<file path="config.mk">
export PLATFORM = sky130hd
export DESIGN_NAME = mul16_seq_ctrl
export DESIGN_NICKNAME = d
export VERILOG_FILES = /design/src/rtl/mul16_seq_ctrl_pkg.sv /design/src/rtl/mul16_seq_ctrl_mul4.sv /design/src/rtl/mul16_seq_ctrl.sv
export SDC_FILE = /design/constraint.sdc
export NUM_CORES = 1
export LEC_CHECK = 0
export CORE_MARGIN = 2
export CORE_UTILIZATION = 50
export DETAILED_ROUTE_END_ITERATION = 10
export PLACE_DENSITY = 0.83
export SLEW_MARGIN = 0
export SYNTH_ARGS = -nofsm -noshare
export SYNTH_HDL_FRONTEND = slang
export SYNTH_HIERARCHICAL = 1
export SYNTH_SLANG_ARGS = --single-unit
</file>
<file path="constraint.sdc">
create_clock -name clk -period 8.6 [get_ports clk]
set_clock_uncertainty 0.05 [all_clocks]
set_input_delay 1.29 -clock clk [delete_from_list [all_inputs] [get_ports clk]]
set_output_delay 1.29 -clock clk [all_outputs]
set_load 0.03 [all_outputs]
</file>
<file path="src/rtl/mul16_seq_ctrl_pkg.sv">
// mul16_seq_ctrl_pkg: state encoding and sizing constants for the nibble-serial multiplier
package mul16_seq_ctrl_pkg;
  localparam int OP_W = 16;
  localparam int NIB_W = 4;
  localparam int N_STEPS = 16;
  typedef enum logic [1:0] {
    IDLE = 2'd0,
    MUL  = 2'd1,
    DONE = 2'd2
  } state_t;
endpackage

</file>
<file path="src/rtl/mul16_seq_ctrl_mul4.sv">
// Multiplier4bit: combinational 4x4 unsigned nibble multiplier
module Multiplier4bit (
  input  logic [3:0] a,
  input  logic [3:0] b,
  output logic [7:0] p
);
  assign p = {4'd0, a} * {4'd0, b};
endmodule

</file>
<file path="src/rtl/mul16_seq_ctrl.sv">
// mul16_seq_ctrl: 16x16 unsigned multiplier, one nibble product per cycle over 16 steps
module mul16_seq_ctrl
  import mul16_seq_ctrl_pkg::*;
(
  input  logic        clk,
  input  logic        rst,
  input  logic        in_valid,
  output logic        in_ready,
  input  logic [15:0] a,
  input  logic [15:0] b,
  output logic        out_valid,
  input  logic        out_ready,
  output logic [31:0] product,
  output logic        busy
);
  state_t state_q, state_d;
  logic [OP_W-1:0] a_q, a_d, b_q, b_d;
  logic [2*OP_W-1:0] acc_q, acc_d;
  logic [3:0] idx_q, idx_d;
  logic in_ready_q, in_ready_d, out_valid_q, out_valid_d, busy_q, busy_d;
  logic [NIB_W-1:0] a_nib, b_nib;
  logic [2*NIB_W-1:0] nib_p;
  logic [2:0] nib_sum;
  logic [4:0] shamt;
  assign a_nib = a_q[{idx_q[1:0], 2'b00} +: NIB_W];
  assign b_nib = b_q[{idx_q[3:2], 2'b00} +: NIB_W];
  assign nib_sum = {1'b0, idx_q[1:0]} + {1'b0, idx_q[3:2]};
  assign shamt = {nib_sum, 2'b00};
  Multiplier4bit u_mul4 (
    .a(a_nib),
    .b(b_nib),
    .p(nib_p)
  );
  always_comb begin
    state_d = state_q;
    a_d = a_q;
    b_d = b_q;
    acc_d = acc_q;
    idx_d = idx_q;
    case (state_q)
      IDLE: if (in_valid) begin
        state_d = MUL;
        a_d = a;
        b_d = b;
        acc_d = '0;
        idx_d = '0;
      end
      MUL: begin
        acc_d = acc_q + ({24'd0, nib_p} << shamt);
        idx_d = idx_q + 4'd1;
        state_d = (idx_q == 4'(N_STEPS - 1)) ? DONE : MUL;
      end
      DONE: state_d = out_ready ? IDLE : DONE;
      default: state_d = IDLE;
    endcase
    in_ready_d = state_d == IDLE;
    out_valid_d = state_d == DONE;
    busy_d = state_d == MUL;
  end
  always_ff @(posedge clk) begin
    if (rst) begin
      state_q <= IDLE;
      a_q <= '0;
      b_q <= '0;
      acc_q <= '0;
      idx_q <= '0;
      in_ready_q <= 1'b1;
      out_valid_q <= 1'b0;
      busy_q <= 1'b0;
    end else begin
      state_q <= state_d;
      a_q <= a_d;
      b_q <= b_d;
      acc_q <= acc_d;
      idx_q <= idx_d;
      in_ready_q <= in_ready_d;
      out_valid_q <= out_valid_d;
      busy_q <= busy_d;
    end
  end
  assign in_ready = in_ready_q;
  assign out_valid = out_valid_q;
  assign busy = busy_q;
  assign product = acc_q;
endmodule

</file>
==> flow_summary.ini <==
[die]
num_rows = 37
dieWidth_um = 106
core_sq_um = 10200
dieHeight_um = 106
dieArea_sq_um = 11300
initial_core_util_pct = 50.9
pin_count = 71

[worst_setup_path]
end_kind = flop
cp_slowest_stage_delay_ns = 0.66
crit_type = flop to flop
cp_top_family = adder cells
crit_required_ns = 8.79
path_max_fanout = 9
worstPathArrival_ns = 6.44
slowest_stage = a2111oi_0
cp-start-kind = flop
crit_chain = mux4_2 > nand2_1 > fa_1 > inv_1 > fa_1 > fa_1 > a21o_2 > a21oi_1 > xnor2_1 > mux2i_1 > nor2_1 > ha_1 > a2111oi_0 > o211ai_1 > o211ai_1 > o21ai_1 > o21ai_0 > nand2b_1 > and4_1 > or3_1
crit_buf_inv = 1
path_common_cell = fa_1

[clocking]
cts_resized = 0
numCtsBuffers = 9
clk_latency_ns = 0.37
cts_hold_buf = 0
postCtsSetupBuffers = 0
clkTransAtPathRegs_ns = 0.09
cts_tree = built
cts_root_buf = clkbuf_8
cts_max_level = 3
clock_sinks = 73
clockBufferDepth = 2

[synth]
synth_async_sr_flop_share_pct = 0
ys_top_cells_by_area = dfxtp_1, ha_1, nand2_1
synth_largest_area_cell = dfxtp_1
synth_seq_cells = 73
ys_types = 62
netlist_area_sq_um = 5210
yosys_warnings = 6
synth_edf_count = 0
syn_inst = 656
ys_seq_area_share_pct = 28.0
synth_ff_type = dfxtp_1
netlist.area_leader.share_pct = 28.0
syn_nets = 744
syn_area_per_cell_sq_um = 7.95

[pwr]
p_leak_nw = 2.53
pwr-share-seq_pct = 48.8
netSwitchingFraction_pct = 28.1
p_comb_share_pct = 10.8
switchingPower_uw = 204
power_density_nw_per_um2 = 118
power.share.clock_pct = 40.4
vdd_drop_max_mv = 0.0761
intPower_uw = 523

[sta]
fin_crit_ns = 6.25
rsz0062_at_grt = false
max_freq_mhz = 160
final_hold_viol_count = 0
setup_viol = 0
whs_ns = 0.409
finalCritPeriodShare_pct = 72.6
slew_headroom_pct = 20.7
tightest_slew_ns = 1.19
report.final.slew_viol_count = 0
finalSetupTns_ns = 0

[layout]
antennaDiodeCount = 0
drive_above_1_share_pct = 5.36
final_nets = 792
fin_util_pct = 60.3
area_growth_pct = 18.3

[grt]
grt-busiest-layer = met2
met1_usage_pct = 28.9
grt_use_met3_pct = 4.05
globalRouteMet2Util_pct = 41.6
antenna_found_initial = 0
grt_usage_pct = 23.6
grt_pass1_vias = 4788
grt_max_degree = 60
grt_pass1_wl_mm = 21.8
grt_overflow = 0

[worst_hold_path]
hp-class = flop to flop

[placed_design]
gp_congestion = 0.909
io_buffers = 70
dp_hpwl_mm = 10.1

[drt]
first_pass_iters = 5
vias = 4945
routedWlPerCell_um = 15.7
ant_nets = 0
finalWirelength_mm = 13.3
first_iter_violations = 224
via_per_inst = 5.85
route.detailed.drc = 0

[flow_run]
maxCapViolations = 0

[run_status]
status = completed
per-stage QoR:
stage / worst slack [ns] / total power [mW] / instance area (sq um) / std cells
floorplan: 2.99 / 0.409 / 5210 / 656
global placement: 2.84 / 0.438 / 5960 / 829
detailed placement: 2.47 / 0.441 / 5960 / 829
CTS: 2.43 / 0.732 / 6170 / 845
global route: 2.02 / 0.750 / 6170 / 845
finish: 2.35 / 0.728 / 6170 / 845
layer usage:
metal	vias to the layer above	share of wire [%]
met1	2306	43
met3	25	5.8
met2	181	49
li1	2433	-
met4	0	2.1
met5	-	0
layout by cell type (no fill, tap or decap), types with 4 or more instances in the layout:
master | Yosys | final
clkdlybuf4s50_1 | 0 | 69
ha_1 | 46 | 46
and3_1 | 8 | 8
a22oi_1 | 16 | 16
fa_1 | 6 | 6
nand4_1 | 9 | 9
nor2_1 | 58 | 58
nand2_1 | 108 | 108
nor2b_1 | 13 | 13
mux2i_1 | 5 | 5
clkbuf_8 | 0 | 9
o21bai_1 | 5 | 5
a21oi_1 | 72 | 72
a21o_1 | 11 | 11
and2_1 | 18 | 18
nor3_1 | 7 | 7
mux4_2 | 8 | 8
xnor2_1 | 19 | 19
o21a_1 | 5 | 5
inv_1 | 17 | 17
o21ai_0 | 26 | 26
nand3_1 | 11 | 11
xor2_1 | 10 | 10
dfxtp_1 | 73 | 73
a211oi_1 | 4 | 4
nand2b_1 | 8 | 8
flip-flops by register name (all words and copies together), names as in the netlist:
register	flops
state_q	2
in_ready	1
out_valid	1
b_q	16
product	32
busy	1
idx_q	4
a_q	16
power groups by stage:
stage          clock network (mW)  logic, mW  registers, mW
4_1_cts                     0.298     0.0782          0.355
3_5_place_dp                    0     0.0777          0.363
2_1_floorplan                   0     0.0469          0.362
3_3_place_gp                    0     0.0753          0.363
6_report                    0.294     0.0785          0.355
5_1_grt                     0.307     0.0865          0.357
synthesized netlist by cell type (all sizes together) (3+ instances only):
cell / n
fa: 6
a22o: 3
a22oi: 16
and2: 18
ha: 46
a21o: 13
nand2: 108
dfxtp: 73
xnor2: 19
inv: 17
mux2i: 5
nor3b: 3
nand2b: 8
nand3: 11
o21a: 5
and3: 8
a21oi: 72
nor2b: 13
nand3b: 3
or3: 3
buf: 7
o31ai: 4
a31oi: 3
nor3: 7
nand4: 9
a211oi: 5
mux4: 8
clkbuf: 29
o21bai: 5
nor2: 59
o21ai: 29
o211ai: 3
xor2: 10
final cells by class:
class,count,area (sq um)
clock inverter,7,83.8
multi-input combinational,530,3550
fill,906,4060
tap,136,170
inverter,17,63.8
clock buffer,9,124
sequential,73,1460
timing repair buffer,73,718
path summary, 6_finish.rpt:
path / startpoint / end / slack, ns / cells after the start
setup / recovery: idx_q[2] / product[29] / 2.35 / 20
hold reg to reg: a_q[11] / a_q[11] / 0.41 / 2
hold / removal: a_q[11] / a_q[11] / 0.41 / 2
setup reg to reg: idx_q[2] / product[29] / 2.35 / 20
cell families (layout without fill, tap and decap cells):
logic type,Yosys count,after routing,share of synthesized area [%]
buffers and inverters,53,106,3.94
AO/OA/AOI/OAI,179,179,22.6
adder cells (fa/ha/maj),52,52,13.3
multiplexers,13,13,4.42
flip-flops,73,73,28.0
XOR/XNOR,29,29,4.87
AND/OR/NAND/NOR,257,257,22.8
worst register-to-register path, delay by kind of cell (launching register included):
kind	cells	cell delay (ns)
mux	2	0.96
xor+xnor	1	0.12
buf+inv	1	0.09
fa+ha+maj	4	1.74
simple gates	5	0.89
flops	1	0.58
compound gates	7	1.71
(Power assumes the default switching activity.)
==> RTL edit 1, RTL diff (same settings) <==
`a_q` no longer has a reset.
--- a/src/rtl/mul16_seq_ctrl.sv
+++ b/src/rtl/mul16_seq_ctrl.sv
@@ -62,3 +62,2 @@
       state_q <= IDLE;
-      a_q <= '0;
       b_q <= '0;
@@ -71,3 +70,2 @@
       state_q <= state_d;
-      a_q <= a_d;
       b_q <= b_d;
@@ -80,2 +78,6 @@
   end
+
+  always_ff @(posedge clk) begin
+    a_q <= a_d;
+  end
   assign in_ready = in_ready_q;
Behaviour: no difference found for any inputs over 4 cycles, from zero or initial values and one cycle with rst high; that may be too few to reach the edited logic, so the function may still have changed.
==> RTL edit 1 against the unedited design <==
  * Sequential cell count stayed put
  * Fmax is 7.5% higher
  * Final area is 0.14% lower
  * Sequential share of layout area is 2.6 points higher
  * Wire length is 3.8% higher
  * Setup slack better by 440 ps
  * Total power is 1.8% higher
  * Synthesized area is 0.82% lower
==> RTL edit 1: results (changes against the unedited design) <==
Detailed routing
  – Drt wl/cell: 17.3 um (+10%)
  – Total Routed Length: 13800 um (+3.8%)
  – DRT Pass-1 Iters: 6 (+1)
  – Initial drt markers: 321 (+43%)

Outcome
  – Status: complete, no violations

Synthesis
  – Synth Area in XOR/XNOR: 4.57% (-0.30 points)
  – Seq/Total Area, Yosys: 31.4% (+3.3 points)
  – Compound-gate portion of the synthesized area: 24.3% (+1.7 points)
  – Post-synth EDFFs: 16 (+16)
  – Post-synthesis adder-cell area fraction: 13.5% (+0.11 points)
  – Syn Area/Cell: 8.73 sq um (+9.9%)
  – Syn nets: 680 (-8.6%)
  – Top cells by area, synth: dfxtp_1 (22%), ha_1 (11%), edfxtp_1 (9.3%), a21oi_1 (5.8%), nand2_1 (4.9%)

Cells and area
  – Nets: 742 (-6.3%)
  – Layout cells sized above 1: 7.74% (+2.4 points)

Power and ir drop
  – Leak Pwr: 0.00252 uW (-0.42%)
  – Peak supply drop: 98.8 uV (+30%)

Global route
  – Vias in the first global route: 4657 (-2.7%)
  – First-pass GRT wire length: 22400 um (+3.0%)

Place
  – Placed insts: 779 (-6.0%)
  – DPL Wire Length: 10600 um (+5.4%)

Worst setup path
  – R2R cell count: 19 (-5.0%)
  – CP arrival: 6030 ps (-410 ps)
  – Setup crit start: idx_q[0]
  – Critical path's slowest cell: mux4_2

STA
  – Worst Max-Slew Pin Slew: 1270 ps (+82.0 ps)
  – WHS: 414 ps (+4.93 ps)
-- RTL edit 1: where the power goes --
group	internal (uW)	leakage, uW	total, uW	switching, uW
Sequential	362	0.000615	369	7.31
Clock	109	0.0000886	264	155
Combinational	47.2	0.00182	107	59.6
-- RTL edit 1: cell type report --
cell class / instances / area, sq um
clock buffers: 9 / 124
clock inverters: 7 / 57.6
fillers: 908 / 4030
inverters: 21 / 78.8
multi-input cells: 476 / 3380
flip-flops and latches: 73 / 1620
well taps: 136 / 170
repair buffers: 73 / 723
-- RTL edit 1: path summary, 6_finish.rpt --
check | end
setup / recovery | product[23]
hold / removal | b_q[0]
setup reg to reg | product[23]
hold reg to reg | b_q[0]
-- RTL edit 1: worst register-to-register path, cell delays in order (launching register included) --
cell      delay (ps)
dfxtp_1          590
mux4_2           610
nand2_1          120
fa_1             420
inv_1             90
fa_1             440
fa_1             470
a21o_2           210
a21oi_1          190
xnor2_1          120
mux2i_1          350
nor2_1           100
ha_1             340
a21o_1           220
o211a_1          230
o211ai_2         140
a211oi_2         490
a21oi_1          170
xnor2_1          150
a22o_1           200
-- RTL edit 1: metal layers --
layer	wire length (um)	track usage [%]	vias to the layer above	share of wire, %
li1	-	-	2296	-
met1	6000	31.7	2240	44
met2	6450	41.8	184	47
met3	736	3.59	43	5.3
met4	565	12.2	0	4.1
met5	0	0	-	0
-- RTL edit 1: metrics by stage --
| step | utilization [%] | worst slack [ps] | total power (uW) | cell area [sq um] |
|---|---|---|---|---|
| after CTS | 60.5 | 2870 | 743 | 6160 |
| after global placement | 58.7 | 2990 | 479 | 5980 |
| after global routing | 60.5 | 2480 | 765 | 6160 |
| final | 60.5 | 2790 | 740 | 6160 |
| after floorplan | - | 3290 | 442 | 5170 |
| after detailed placement | 58.7 | 2900 | 483 | 5980 |
==> RTL edit 2, RTL diff (same settings) <==
Made on the original files. Reset style: asynchronous (`rst`), changed in one clocked block.
--- a/src/rtl/mul16_seq_ctrl.sv
+++ b/src/rtl/mul16_seq_ctrl.sv
@@ -59,3 +59,3 @@
   end
-  always_ff @(posedge clk) begin
+  always_ff @(posedge clk or posedge rst) begin
     if (rst) begin
Check against the original RTL: differs if rst is asserted again (counterexample within 4 cycles, from zero or initial values and one cycle with rst high); with rst held inactive, the same outputs for 4 cycles.
==> RTL edit 2 against the unedited design <==
  * Sequential cell count stayed put
  * Synthesized area up 3.9%
  * Wire length shrank 0.97%
  * Final area up 3.6%
  * Setup slack better by 190 ps
  * Cell count is 9.7% lower
  * Highest routed layer unchanged
Power is not shown: default switching activity piles up to over one toggle a cycle in this logic, so the estimate is an artifact.
==> RTL edit 2: results (changes against the unedited design) <==
Global route
  – Overall Global Routing Usage: 23.6% (about the same)
  – Largest net degree at the start of global routing: 74 (+23%)
  – Vias in the first global route: 4489 (-6.2%)
  – First-pass GRT wire length: 21700 um (-0.32%)
  – Initial antenna violation count: 0 (unchanged)

Synthesis
  – Most frequently used flop master after synthesis: dfrtp_1
  – Cell variety after synth: 67 (+8.1%)
  – Top cells by area, synth: dfrtp_1 (33%), ha_1 (11%), mux2_2 (6.7%), nand2_1 (3.7%), o21ai_0 (3.3%)
  – Syn nets: 647 (-13%)
  – Yosys top cell area share: 33.3% (+5.2 points)
  – List of most frequent post-synthesis cells: dfrtp_1 (72), nand2_1 (54), ha_1 (46)
  – Seq/Total Area, Yosys: 33.8% (+5.7 points)
  – Post-synth ARST share: 100% (+100 points)

STA
  – Rel. slew slack: 17.1% (-3.6 points)

Clock network
  – Inserted Clock Buffers: 9 (unchanged)
  – Reg clk slew, reported paths: 90 ps (about the same)

Cells and area
  – Nets: 710 (-10%)
  – Layout cells sized above 1: 12.3% (+6.9 points)
  – Fillers: 874 (-3.5%)
  – Fin area: 0.00639 sq mm (+3.6%)

Worst setup path
  – Crit-path max FO: 11 (+2)
  – Critical path's slowest cell: dfrtp_1
  – CP max stage delay: 640 ps (-20 ps)
  – CP arrival: 6300 ps (-140 ps)
  – Setup crit start: idx_q[2]

Place
  – DPL Wire Length: 9990 um (-0.86%)
  – Placer Congestion: 0.949 (+4.5%)
  – DP Area: 0.00621 sq mm (+4.2%)

Detailed routing
  – Total Routed Length: 13100 um (-0.97%)
  – Initial drt markers: 193 (-14%)
  – Via count: 4559 (-7.8%)

Min path
  – HP Start: a_q[6]
  – Hold Crit Class: register to register
  – Worst Hold Depth: 1 (-1)

Outcome
  – Status: complete, no violations
RTL edit 2: per-stage QoR:
stage,setup WS [ps],cells,hold slack (ps)
2_1_floorplan,3100,559,425
3_3_place_gp,2730,747,435
3_5_place_dp,2620,747,442
4_1_cts,2570,763,461
5_1_grt,2160,763,483
6_report,2540,763,459
RTL edit 2: cell type report:
class | instances | share of cell area (%)
Sequential cell | 73 | 28.6
Inverter | 18 | 1.06
Clock inverter | 5 | 0.626
Clock buffer | 11 | 2.21
Multi-Input combinational cell | 446 | 53.4
Timing Repair Buffer | 74 | 11.4
Tap cell | 136 | 2.66
RTL edit 2: worst register-to-register path, delay by kind of cell, from the launching register on:
family,cells,cell delay [ps]
mux,2,1000
compound gates,5,1000
flops,1,640
buf+inv,1,90
simple gates,7,1320
xor+xnor,1,130
fa+ha+maj,4,1760
RTL edit 2: layer usage:
metal | vias to the layer above | track usage [%] | part of all wire (%)
met2 | 149 | 40.0 | 49
met3 | 29 | 3.68 | 4.9
met4 | 0 | 9.98 | 2.6
met1 | 2191 | 29.9 | 44
met5 | - | 0 | 0
li1 | 2190 | - | -
RTL edit 2: worst paths after layout:
kind | endpoint | slack [ps]
worst min register to register | a_q[6] | 460
worst max register to register | product[31] | 2540
worst max-delay path | product[31] | 2540
worst min-delay path | a_q[6] | 460
min in group asynchronous | a_q[12] | 1470
max in group asynchronous | product[28] | 6440
RTL edit 2: logic make-up after synthesis:
kind of cell	after synthesis	share of synthesized area, %
buffers and inverters	40	3.35
adders and majority gates	52	12.8
AOI/OAI and AO/OA	154	19.0
DFF	73	33.8
xor gates and xnor gates	29	4.69
muxes	45	10.9
and+or+nand+nor	166	15.5
